===== config.mk =====
export PLATFORM = sky130hd
export DESIGN_NAME = fetch_buffered_flat
export DESIGN_NICKNAME = d
export VERILOG_FILES = /design/src/rtl/fetch_buffered_pkg.sv /design/src/rtl/fetch_buffered_if.sv /design/src/rtl/fetch_buffered_fifo.sv /design/src/rtl/fetch_buffered.sv /design/src/flat_wrapper.sv
export SDC_FILE = /design/constraint.sdc
export NUM_CORES = 1
export LEC_CHECK = 0
export BUFFER_PORTS_ARGS = -buffer_cell sky130_fd_sc_hd__buf_2
export CAP_MARGIN = 10
export CORE_MARGIN = 3
export CORE_UTILIZATION = 50
export CTS_BUF_LIST = sky130_fd_sc_hd__clkbuf_4
export CTS_CLUSTER_DIAMETER = 120
export DETAILED_ROUTE_END_ITERATION = 10
export PLACE_DENSITY = 0.71
export SETUP_SLACK_MARGIN = 0.2
export SLEW_MARGIN = 20
export SYNTH_ARGS = -nofsm -noshare
export SYNTH_HDL_FRONTEND = slang
export SYNTH_SLANG_ARGS = --single-unit
export TNS_END_PERCENT = 10

===== constraint.sdc =====
create_clock -name clk -period 5.9 [get_ports clk]
set_clock_uncertainty 0.1 [all_clocks]
set_input_delay 0.295 -clock clk [delete_from_list [all_inputs] [get_ports clk]]
set_output_delay 0.295 -clock clk [all_outputs]
set_load 0.005 [all_outputs]

===== src/rtl/fetch_buffered_pkg.sv =====
// rtl/fetch_buffered_pkg.sv - shared fetch addresses, NOP encoding and redirect priority
package fetch_buffered_pkg;

   localparam logic [31:0] PC_RESET_ADDR  = 32'h0000_0000;
   localparam logic [31:0] PC_ILLOP_ADDR  = 32'h8000_0000;
   localparam logic [31:0] PC_EXCEPT_ADDR = 32'h8000_0080;
   localparam logic [31:0] INST_NOP       = 32'h0000_0013;

   typedef enum logic [2:0] {
      REDIR_NONE,
      REDIR_ILL,
      REDIR_IRQ,
      REDIR_JMP,
      REDIR_BR
   } redir_e;

   // Illegal op beats interrupt beats jump beats a taken branch.
   function automatic redir_e redir_sel(input logic op_ill, input logic irq,
                                        input logic op_jmp, input logic op_beq,
                                        input logic op_bne, input logic zr);
      if (op_ill) return REDIR_ILL;
      if (irq) return REDIR_IRQ;
      if (op_jmp) return REDIR_JMP;
      if ((op_beq && zr) || (op_bne && !zr)) return REDIR_BR;
      return REDIR_NONE;
   endfunction

endpackage


===== src/rtl/fetch_buffered_if.sv =====
// rtl/fetch_buffered_if.sv - instruction memory request/response bus
interface fetch_buffered_if #(
   parameter int XLEN = 32
);
   logic            i_mem_req;
   logic            i_mem_ready;
   logic [XLEN-1:0] i_mem_addr;
   logic            i_mem_rvalid;
   logic [XLEN-1:0] i_mem_rdata;

   modport master (
      output i_mem_req, i_mem_addr,
      input  i_mem_ready, i_mem_rvalid, i_mem_rdata
   );

   modport slave (
      input  i_mem_req, i_mem_addr,
      output i_mem_ready, i_mem_rvalid, i_mem_rdata
   );
endinterface


===== src/rtl/fetch_buffered_fifo.sv =====
// rtl/fetch_buffered_fifo.sv - prefetch queue with flush; count tracks 0..DEPTH
module fetch_fifo #(
   parameter int WIDTH = 64,
   parameter int DEPTH = 4
) (
   input  logic                           clk,
   input  logic                           rst,
   input  logic                           push,
   input  logic                           pop,
   input  logic                           flush,
   input  logic [WIDTH-1:0]               din,
   output logic [WIDTH-1:0]               dout,
   output logic [$clog2(DEPTH+1)-1:0]     count,
   output logic                           empty,
   output logic                           full
);
   localparam int AW = $clog2(DEPTH);
   localparam int CW = $clog2(DEPTH+1);

   logic [WIDTH-1:0] mem [DEPTH];
   logic [AW-1:0]    wr_ptr;
   logic [AW-1:0]    rd_ptr;
   logic             do_push;
   logic             do_pop;

   assign empty   = (count == '0);
   assign full    = (count == CW'(DEPTH));
   assign do_pop  = pop && !empty;
   assign do_push = push && (!full || do_pop);
   assign dout    = mem[rd_ptr];

   always_ff @(posedge clk or posedge rst) begin
      if (rst) begin
         wr_ptr <= '0;
         rd_ptr <= '0;
         count  <= '0;
      end else if (flush) begin
         wr_ptr <= '0;
         rd_ptr <= '0;
         count  <= '0;
      end else begin
         if (do_push) wr_ptr <= wr_ptr + 1'b1;
         if (do_pop)  rd_ptr <= rd_ptr + 1'b1;
         count <= count + CW'(do_push) - CW'(do_pop);
      end
   end

   // Storage needs no reset; only pointers and count define validity.
   always_ff @(posedge clk) begin
      if (do_push && !flush) mem[wr_ptr] <= din;
   end
endmodule


===== src/rtl/fetch_buffered.sv =====
// rtl/fetch_buffered.sv - prefetching fetch stage: one outstanding request, queue to decode
module fetch_buffered
   import fetch_buffered_pkg::*;
#(
   parameter int              XLEN     = 32,
   parameter int              DEPTH    = 4,
   parameter logic [XLEN-1:0] PC_RESET = XLEN'(PC_RESET_ADDR),
   parameter logic [XLEN-1:0] PC_ILLOP = XLEN'(PC_ILLOP_ADDR),
   parameter logic [XLEN-1:0] PC_XADR  = XLEN'(PC_EXCEPT_ADDR)
) (
   input  logic              clk,
   input  logic              rst,
   input  logic              stall,
   input  logic              irq,
   input  logic              op_ill,
   input  logic              op_jmp,
   input  logic              op_beq,
   input  logic              op_bne,
   input  logic              zr,
   input  logic [XLEN-1:0]   br_addr,
   input  logic [XLEN-1:0]   j_addr,
   fetch_buffered_if.master  imem,
   output logic [XLEN-1:0]   pc_next,
   output logic [XLEN-1:0]   ir_next,
   output logic              ir_valid
);
   localparam int CW = $clog2(DEPTH+1);

   typedef struct packed {
      logic [XLEN-1:0] pc4;
      logic [XLEN-1:0] instr;
   } entry_t;

   logic [XLEN-1:0] fetch_pc;
   logic [XLEN-1:0] req_pc;
   logic [XLEN-1:0] pc_hold;
   logic [XLEN-1:0] target;
   logic            outstanding;
   logic            discard;
   redir_e          redir;
   logic            redirect;
   entry_t          head;
   entry_t          push_entry;
   logic [CW-1:0]   count;
   logic            q_empty;
   logic            q_full;
   logic            accept;
   logic            resp;
   logic            push;
   logic            pop;
   logic            unused_full;

   always_comb begin
      redir  = REDIR_NONE;
      target = fetch_pc;
      if (!stall) redir = redir_sel(op_ill, irq, op_jmp, op_beq, op_bne, zr);
      case (redir)
         REDIR_ILL: target = PC_ILLOP;
         REDIR_IRQ: target = PC_XADR;
         REDIR_JMP: target = j_addr;
         REDIR_BR:  target = br_addr;
         default:   ;
      endcase
   end

   assign redirect = (redir != REDIR_NONE);

   // Issue only with nothing in flight, so count alone reserves the response slot.
   assign imem.i_mem_req  = !rst && !outstanding && (count < CW'(DEPTH));
   assign imem.i_mem_addr = fetch_pc;
   assign accept          = imem.i_mem_req && imem.i_mem_ready;
   assign resp            = imem.i_mem_rvalid && outstanding;
   assign push            = resp && !discard && !redirect;
   assign pop             = !stall && !redirect && !q_empty;
   assign unused_full     = q_full;

   always_comb begin
      push_entry.pc4   = req_pc + XLEN'(4);
      push_entry.instr = imem.i_mem_rdata;
   end

   fetch_fifo #(
      .WIDTH (2*XLEN),
      .DEPTH (DEPTH)
   ) u_fifo (
      .clk   (clk),
      .rst   (rst),
      .push  (push),
      .pop   (pop),
      .flush (redirect),
      .din   (push_entry),
      .dout  (head),
      .count (count),
      .empty (q_empty),
      .full  (q_full)
   );

   always_ff @(posedge clk or posedge rst) begin
      if (rst) begin
         fetch_pc    <= PC_RESET;
         req_pc      <= '0;
         pc_hold     <= '0;
         outstanding <= 1'b0;
         discard     <= 1'b0;
      end else begin
         if (redirect)    fetch_pc <= target;
         else if (accept) fetch_pc <= fetch_pc + XLEN'(4);
         if (accept) req_pc <= fetch_pc;
         if (accept)    outstanding <= 1'b1;
         else if (resp) outstanding <= 1'b0;
         // A response landing in the redirect cycle retires the old request itself.
         if (redirect)  discard <= accept || (outstanding && !imem.i_mem_rvalid);
         else if (resp) discard <= 1'b0;
         if (!q_empty) pc_hold <= head.pc4;
      end
   end

   assign ir_valid = !q_empty && !redirect;
   assign ir_next  = ir_valid ? head.instr : XLEN'(INST_NOP);
   assign pc_next  = q_empty ? pc_hold : head.pc4;
endmodule


===== src/flat_wrapper.sv =====
// flat-port wrapper written by rule: the top's interface ports become plain ports
module fetch_buffered_flat import fetch_buffered_pkg::*;
#(
   parameter int              XLEN     = 32,
   parameter int              DEPTH    = 4,
   parameter logic [XLEN-1:0] PC_RESET = XLEN'(PC_RESET_ADDR),
   parameter logic [XLEN-1:0] PC_ILLOP = XLEN'(PC_ILLOP_ADDR),
   parameter logic [XLEN-1:0] PC_XADR  = XLEN'(PC_EXCEPT_ADDR)
)
  (clk, rst, stall, irq, op_ill, op_jmp, op_beq, op_bne, zr, br_addr, j_addr, pc_next, ir_next, ir_valid, imem_i_mem_req, imem_i_mem_addr, imem_i_mem_ready, imem_i_mem_rvalid, imem_i_mem_rdata);
  fetch_buffered_if #(.XLEN(XLEN)) imem_i ();
  input  logic clk;
  input  logic rst;
  input  logic stall;
  input  logic irq;
  input  logic op_ill;
  input  logic op_jmp;
  input  logic op_beq;
  input  logic op_bne;
  input  logic zr;
  input  logic [XLEN-1:0] br_addr;
  input  logic [XLEN-1:0] j_addr;
  output logic [XLEN-1:0] pc_next;
  output logic [XLEN-1:0] ir_next;
  output logic ir_valid;
  output wire logic [$bits(imem_i.i_mem_req)-1:0] imem_i_mem_req;
  output wire logic [$bits(imem_i.i_mem_addr)-1:0] imem_i_mem_addr;
  input wire logic [$bits(imem_i.i_mem_ready)-1:0] imem_i_mem_ready;
  input wire logic [$bits(imem_i.i_mem_rvalid)-1:0] imem_i_mem_rvalid;
  input wire logic [$bits(imem_i.i_mem_rdata)-1:0] imem_i_mem_rdata;
  assign imem_i_mem_req = imem_i.i_mem_req;
  assign imem_i_mem_addr = imem_i.i_mem_addr;
  assign imem_i.i_mem_ready = imem_i_mem_ready;
  assign imem_i.i_mem_rvalid = imem_i_mem_rvalid;
  assign imem_i.i_mem_rdata = imem_i_mem_rdata;
  fetch_buffered #(.XLEN(XLEN), .DEPTH(DEPTH), .PC_RESET(PC_RESET), .PC_ILLOP(PC_ILLOP), .PC_XADR(PC_XADR)) u_core (.clk(clk), .rst(rst), .stall(stall), .irq(irq), .op_ill(op_ill), .op_jmp(op_jmp), .op_beq(op_beq), .op_bne(op_bne), .zr(zr), .br_addr(br_addr), .j_addr(j_addr), .imem(imem_i), .pc_next(pc_next), .ir_next(ir_next), .ir_valid(ir_valid));
endmodule

---- Word level (Yosys, flattened, before mapping) ----
Memory sizes are Yosys's and may differ from the RTL's.
Cells that the tools add are included.
word-level totals
  register bits ........................... 105
  latch bits .............................. 0
  bits in writable memories ............... 256
  memory bits (read-only) ................. 0
  bits of input ports ..................... 107
  output and inout port bits .............. 98
  word-level logic and storage cells ...... 95
  memories kept ........................... 1
cells by class
  add/sub/neg operators ................... 6
  multiply operators ...................... 0
  div/mod/pow operators ................... 0
  order comparisons ....................... 1
  eq/ne operators ......................... 6
  shifts and indexed selects .............. 0
  muxes and demuxes ....................... 38
  bitwise gates (word level) .............. 0
  reductions and logical operators ........ 35
memories
  memory             words  bits a word  rd ports  clocked after Yosys merged registers in  wr ports  RTL line                   RTL
  u_core.u_fifo.mem  4      64           1         0                                        1         fetch_buffered_fifo.sv:20  logic [WIDTH-1:0] mem [DEPTH];
operators by type and width
  cell                     number
  $mux W32                 4
  $pmux W32 S4             1
  $add A32 B3 Y32 const B  2
  $mux W3                  10
  $mux W1                  19
  $logic_and A1 B1 Y1      15
  $reduce_bool A2 Y1       5
  $logic_not A1 Y1         9
  $mux W2                  4
  $eq A3 B2 Y1 const B     2
  $eq A3 B3 Y1 const B     2
  $ne A5 B5 Y1 const B     1
  $add A2 B1 Y2 const B    2
  $add A3 B1 Y3            1
  $eq A3 B1 Y1 const B     1
  $logic_not A3 Y1         1
  $logic_or A1 B1 Y1       3
  $lt A3 B3 Y1 const B     1
  $reduce_bool A3 Y1       1
  $sub A3 B1 Y3            1
  $reduce_and A2 Y1        1

---- Longest topological paths before layout ----
  depth after elaboration ................. 26
  depth in mapped cells ................... 13
  mapped depth without buffers ............ 13

---- Hierarchy ----
Synthesis repeated with hierarchy kept, for this count alone.
second synthesis, totals
  cells, all modules ...................... 986
  area, all modules ....................... 15,199.6 um^2
modules (own cells, without submodules)
  module          times used  cells an instance  area an instance (um^2)  sequential area each (um^2)
  fetch_fifo      1           381                9,676.8                  7,862.5
  fetch_buffered  1           605                5,522.8                  2,452.4

---- Worst setup path before layout ----
Ideal clock, no wire load.
  path kind ............................... input to register
  start point ............................. input port zr
  end point ............................... memory u_core.u_fifo.mem[0][0] (enable)
  library setup time ...................... 0.429 ns
  data arrival time ....................... 3.088 ns
  required time ........................... 5.371 ns
  setup slack ............................. 2.283 ns
  cell stages on the path ................. 5
  path buffers ............................ 0
  path through ............................ mux2_2 -> o21ai_2 -> nand2b_1 -> a311oi_2 -> and2_1
between the ends
  cells in the longest elaborated chain, start to end .. 23
  elaborated cells on any way between the ends .. 26
  classes of those cells .................. mux: 13; reduce/logical: 13
RTL lines
  item                              RTL line                                                               RTL
  start, declared                   flat_wrapper.sv:20                                                     input logic zr;
  $logic_not A1 Y1                  fetch_buffered_pkg.sv:24                                               if ((op_beq && zr) || (op_bne && !zr)) return REDIR_BR;
  $logic_and A1 B1 Y1               fetch_buffered_pkg.sv:24
  $logic_or A1 B1 Y1 *              fetch_buffered_pkg.sv:24
  $mux W1 (2 in a row)              fetch_buffered_pkg.sv:24
  $mux W1                           fetch_buffered_pkg.sv:23                                               if (op_jmp) return REDIR_JMP;
  $mux W1                           fetch_buffered_pkg.sv:22                                               if (irq) return REDIR_IRQ;
  $mux W1                           fetch_buffered.sv:56                                                   if (!stall) redir = redir_sel(op_ill, irq, op_jmp, op_beq, op_bne, zr);
  $mux W3 *                         fetch_buffered_pkg.sv:25                                               return REDIR_NONE;
  [5 not listed]                    -
  $logic_not A1 Y1 *                fetch_buffered_fifo.sv:50, fetch_buffered.sv:73, fetch_buffered.sv:74
  $logic_and A1 B1 Y1 (2 in a row)  fetch_buffered.sv:74                                                   assign pop = !stall && !redirect && !q_empty;
  $logic_and A1 B1 Y1               fetch_buffered_fifo.sv:28                                              assign do_pop = pop && !empty;
  $logic_or A1 B1 Y1                fetch_buffered_fifo.sv:29                                              assign do_push = push && (!full || do_pop);
  $logic_and A1 B1 Y1               fetch_buffered_fifo.sv:29
  $logic_and A1 B1 Y1 *             fetch_buffered_fifo.sv:50                                              if (do_push && !flush) mem[wr_ptr] <= din;
  $mux W1 *                         fetch_buffered_fifo.sv:50
  $mux W1 (implied by the code) *   fetch_buffered_fifo.sv:50
  end, declared                     fetch_buffered_fifo.sv:20
Every way passes the cells marked *; elsewhere a longest branch is shown, timed or not. The select of a mux whose other input is x is not followed.

---- Worst setup path in the final report ----
  start point ............................. register u_core.u_fifo.rd_ptr[0]
  end point ............................... output port pc_next[27]
between the ends
  cells in the longest elaborated chain, start to end .. 2
RTL lines
  item                    RTL line                   RTL
  start, declared         fetch_buffered_fifo.sv:22  logic [AW-1:0] rd_ptr;
  start signal, assigned  fetch_buffered_fifo.sv:43  if (do_pop) rd_ptr <= rd_ptr + 1'b1;
  $mem_v2 Z4 W64          -
  $mux W32                fetch_buffered.sv:120      assign pc_next = q_empty ? pc_hold : head.pc4;
  end, declared           flat_wrapper.sv:23         output logic [XLEN-1:0] pc_next;
No other way between the ends.

==> results_dict.tcl <==
set metrics [dict create \
    drive_gt1_share_pct 31.2 \
    synth_area_um2 15200 \
    dp_hpwl_um 22700 \
    hold_path.startpoint "br_addr[25]" \
    clock-root-buffer "clkbuf_4" \
    routabilityCongestion 0.877 \
    area_delta_synth_final_pct 23.5 \
    drv_slew 0 \
    rsz0062_at_grt "no" \
    h-tree-depth 3 \
    route.antenna.remaining_nets 0 \
    cts_tree "done" \
    fp.dieH_um 180 \
    ys_seq_area_share_pct 68.0 \
    relSlewSlack_pct 36.8 \
    hold_viol_final 0 \
    clk_latency_ns 0.67 \
    grtUsageTotal_pct 22.1 \
    path_clk_slew_ns 0.07 \
    syn_avg_cell_area_um2 14.3 \
    drt_iter0_drc 819 \
    hp-class "in -> reg" \
    drc_errors 0 \
    path_max_fanout 38 \
    totalPowerFinal_mw 6.68 \
    vias_per_cell 5.50 \
    start_kind "register" \
    drt-total-wl_um 35900 \
    seqPwrFrac_pct 46.4 \
    yosysWarnings 0 \
    syn_inst 1060 \
    yosys.area.top_type "edfxtp_1" \
    final_nets 1519 \
    powerDensity_nw_per_um2 357 \
    fin_cells 1865 \
    p_switching_mw 1.88 \
    totalNegativeSetupSlack_ns 0 \
    yosys_register_bits 361 \
    grt_pass1_wl_um 57500 \
    worst_ir_drop_vdd_mv 0.209 \
    combPwrFrac_pct 21.4 \
    overflow 0 \
    maxCapViolCount 0 \
    vias 10265 \
    finalCritPeriodShare_pct 61.2 \
    dp.cells 1614 \
    dp_slack_ns 2.23 \
    critical_path_arrival_ns 3.21 \
    start_util_pct 50.9 \
    grt_pass1_vias 10804 \
    ys.flop_type "edfxtp_1" \
    yosysMostFrequentCell "edfxtp_1" \
    drt_first_pass_iters 6 \
    crit_type "reg -> out" \
    die_w_um 180 \
    crit_required_ns 5.51 \
    worstMarginPinSlew_ns 0.945 \
    sw_frac_of_total_pct 28.1 \
    ys_types 64 \
    syn_nets 1176 \
    core_um2 29800 \
    grt_max_degree 65 \
    hold_ws_ns 0.0641 \
    setup_viol 0 \
    core.rowCount 63 \
    outcome "finished clean" \
    wl_per_cell_um 19.3 \
    p_int_mw 4.81 \
    synth_area_leaders "edfxtp_1 51%, dfrtp_1 17%, mux4_2 9.5%, nand2_1 5.6%, and3_1 1.5%" \
    synthTopCellsByCount "256 x edfxtp_1, 227 x nand2_1, 105 x dfrtp_1" \
    synth_edf_count 256 \
    r2r_start "u_core.u_fifo.count[1]" \
    cts_buffers 87 \
    clock.fmax_mhz 277 \
    clkPwrFrac_pct 32.2 \
    fin_ws_ns 2.29 \
    period_needed_ns 3.61 \
    synth_top_area_share_pct 50.7 \
    cp-end-kind "primary output" \
    dieArea_um2 32500 \
    clock-sinks 361 \
    clockBufferDepth 3 \
    p_leak_nw 7.63 \
    async_flop_share_pct 29.1 \
    r2r_setup_slack_ns 2.82 \
    ios 205 \
    startpoint "u_core.u_fifo.rd_ptr[0]" \
    antenna_found_initial 3 \
    port_buffers 204 \
]
## worst max-delay path, stage by stage (launching register included)
cell,delay [ns]
dfrtp_4,0.83
buf_4,0.73
mux4_2,0.60
nand2_1,0.13
nand2_1,0.08
buf_2,0.13
## layout make-up
class                   count  area (µm²)
flip-flops and latches    361       10300
inverters                  17        66.3
diodes                      2        5.00
clock buffers             142        1070
repair buffers            311        2050
multi-input cells         625        4600
well taps                 390         488
clock inverters            17         146
fillers                  2243       11100
## what timing repair did
item | in CTS | in global routing
endpoints found under the hold margin | 211 | 0
setup buffers | 0 | 0
hold buffers | 90 | 0
resized for setup | 0 | 0
## flip-flops by register name, indices dropped and copies added, names as in the netlist
name and count:
u_core.imem.i_mem_addr 32, u_core.u_fifo.count 3, u_core.outstanding 1, u_core.req_pc 32
u_core.u_fifo.wr_ptr 2, u_core.discard 1, u_core.u_fifo.mem 256, u_core.pc_hold 32
u_core.u_fifo.rd_ptr 2
## layer usage
| layer | global-route usage (%) | share of wire [%] |
|---|---|---|
| met1 | 30.4 | 43 |
| met3 | 4.78 | 6.6 |
| met4 | 7.25 | 2.0 |
| met5 | 0 | 0 |
| met2 | 35.7 | 48 |
## cell families after synthesis
kind of cell               count (synthesis)  synth area share [%]
AOI/OAI and AO/OA                        126                  5.80
xor gates and xnor gates                  31                  1.79
adders and majority gates                  9                 0.791
buffers and inverters                     74                  1.97
DFF                                      361                  68.0
muxes                                     68                  9.78
and+or+nand+nor                          391                  11.9
## layout by cell type, fill, tap and decap left out, types with 5 or more instances in the layout
master,netlist,routed
a21oi_1,26,26
a22oi_1,16,16
buf_4,0,17
xnor2_1,18,18
clkinv_1,0,11
nor2_1,40,40
or3_1,8,7
nand2_1,227,227
nor3_1,7,6
dlygate4sd3_1,0,90
o21a_1,5,5
a2bb2oi_1,10,10
o21ai_0,24,24
xor2_1,13,13
nand2b_1,6,6
nand3_1,18,18
edfxtp_1,256,256
and4_1,6,6
mux4_2,64,64
inv_1,17,16
nand4_1,16,16
buf_2,5,204
ha_1,8,8
clkbuf_4,0,142
dfrtp_1,105,103
and3_1,37,37
o31ai_1,8,8
## worst paths after layout
| check | end | cells past startpoint |
|---|---|---|
| max in group asynchronous | u_core.imem.i_mem_addr[28] | 4 |
| max reg2reg | u_core.u_fifo.mem[1][56] | 4 |
| min in group asynchronous | u_core.imem.i_mem_addr[4] | 3 |
| max | pc_next[27] | 5 |
| min reg2reg | u_core.pc_hold[14] | 2 |
| min | u_core.imem.i_mem_addr[25] | 4 |
## power groups by stage
| stage | combinational, mW | sequential, mW | clock (mW) |
|---|---|---|---|
| finish | 1.43 | 3.10 | 2.15 |
| global route | 1.60 | 3.13 | 2.34 |
| CTS | 1.46 | 3.10 | 2.20 |
| detailed placement | 1.41 | 3.15 | 0 |
| global placement | 1.39 | 3.15 | 0 |
| floorplan | 0.928 | 3.06 | 0 |
## per-stage QoR
step	cell area [µm²]	util, %
after floorplan	15200	-
after global placement	16600	55.8
after detailed placement	16600	55.8
after CTS	18700	62.9
after global routing	18700	62.9
final	18700	62.9
(Power assumes the default switching activity.)
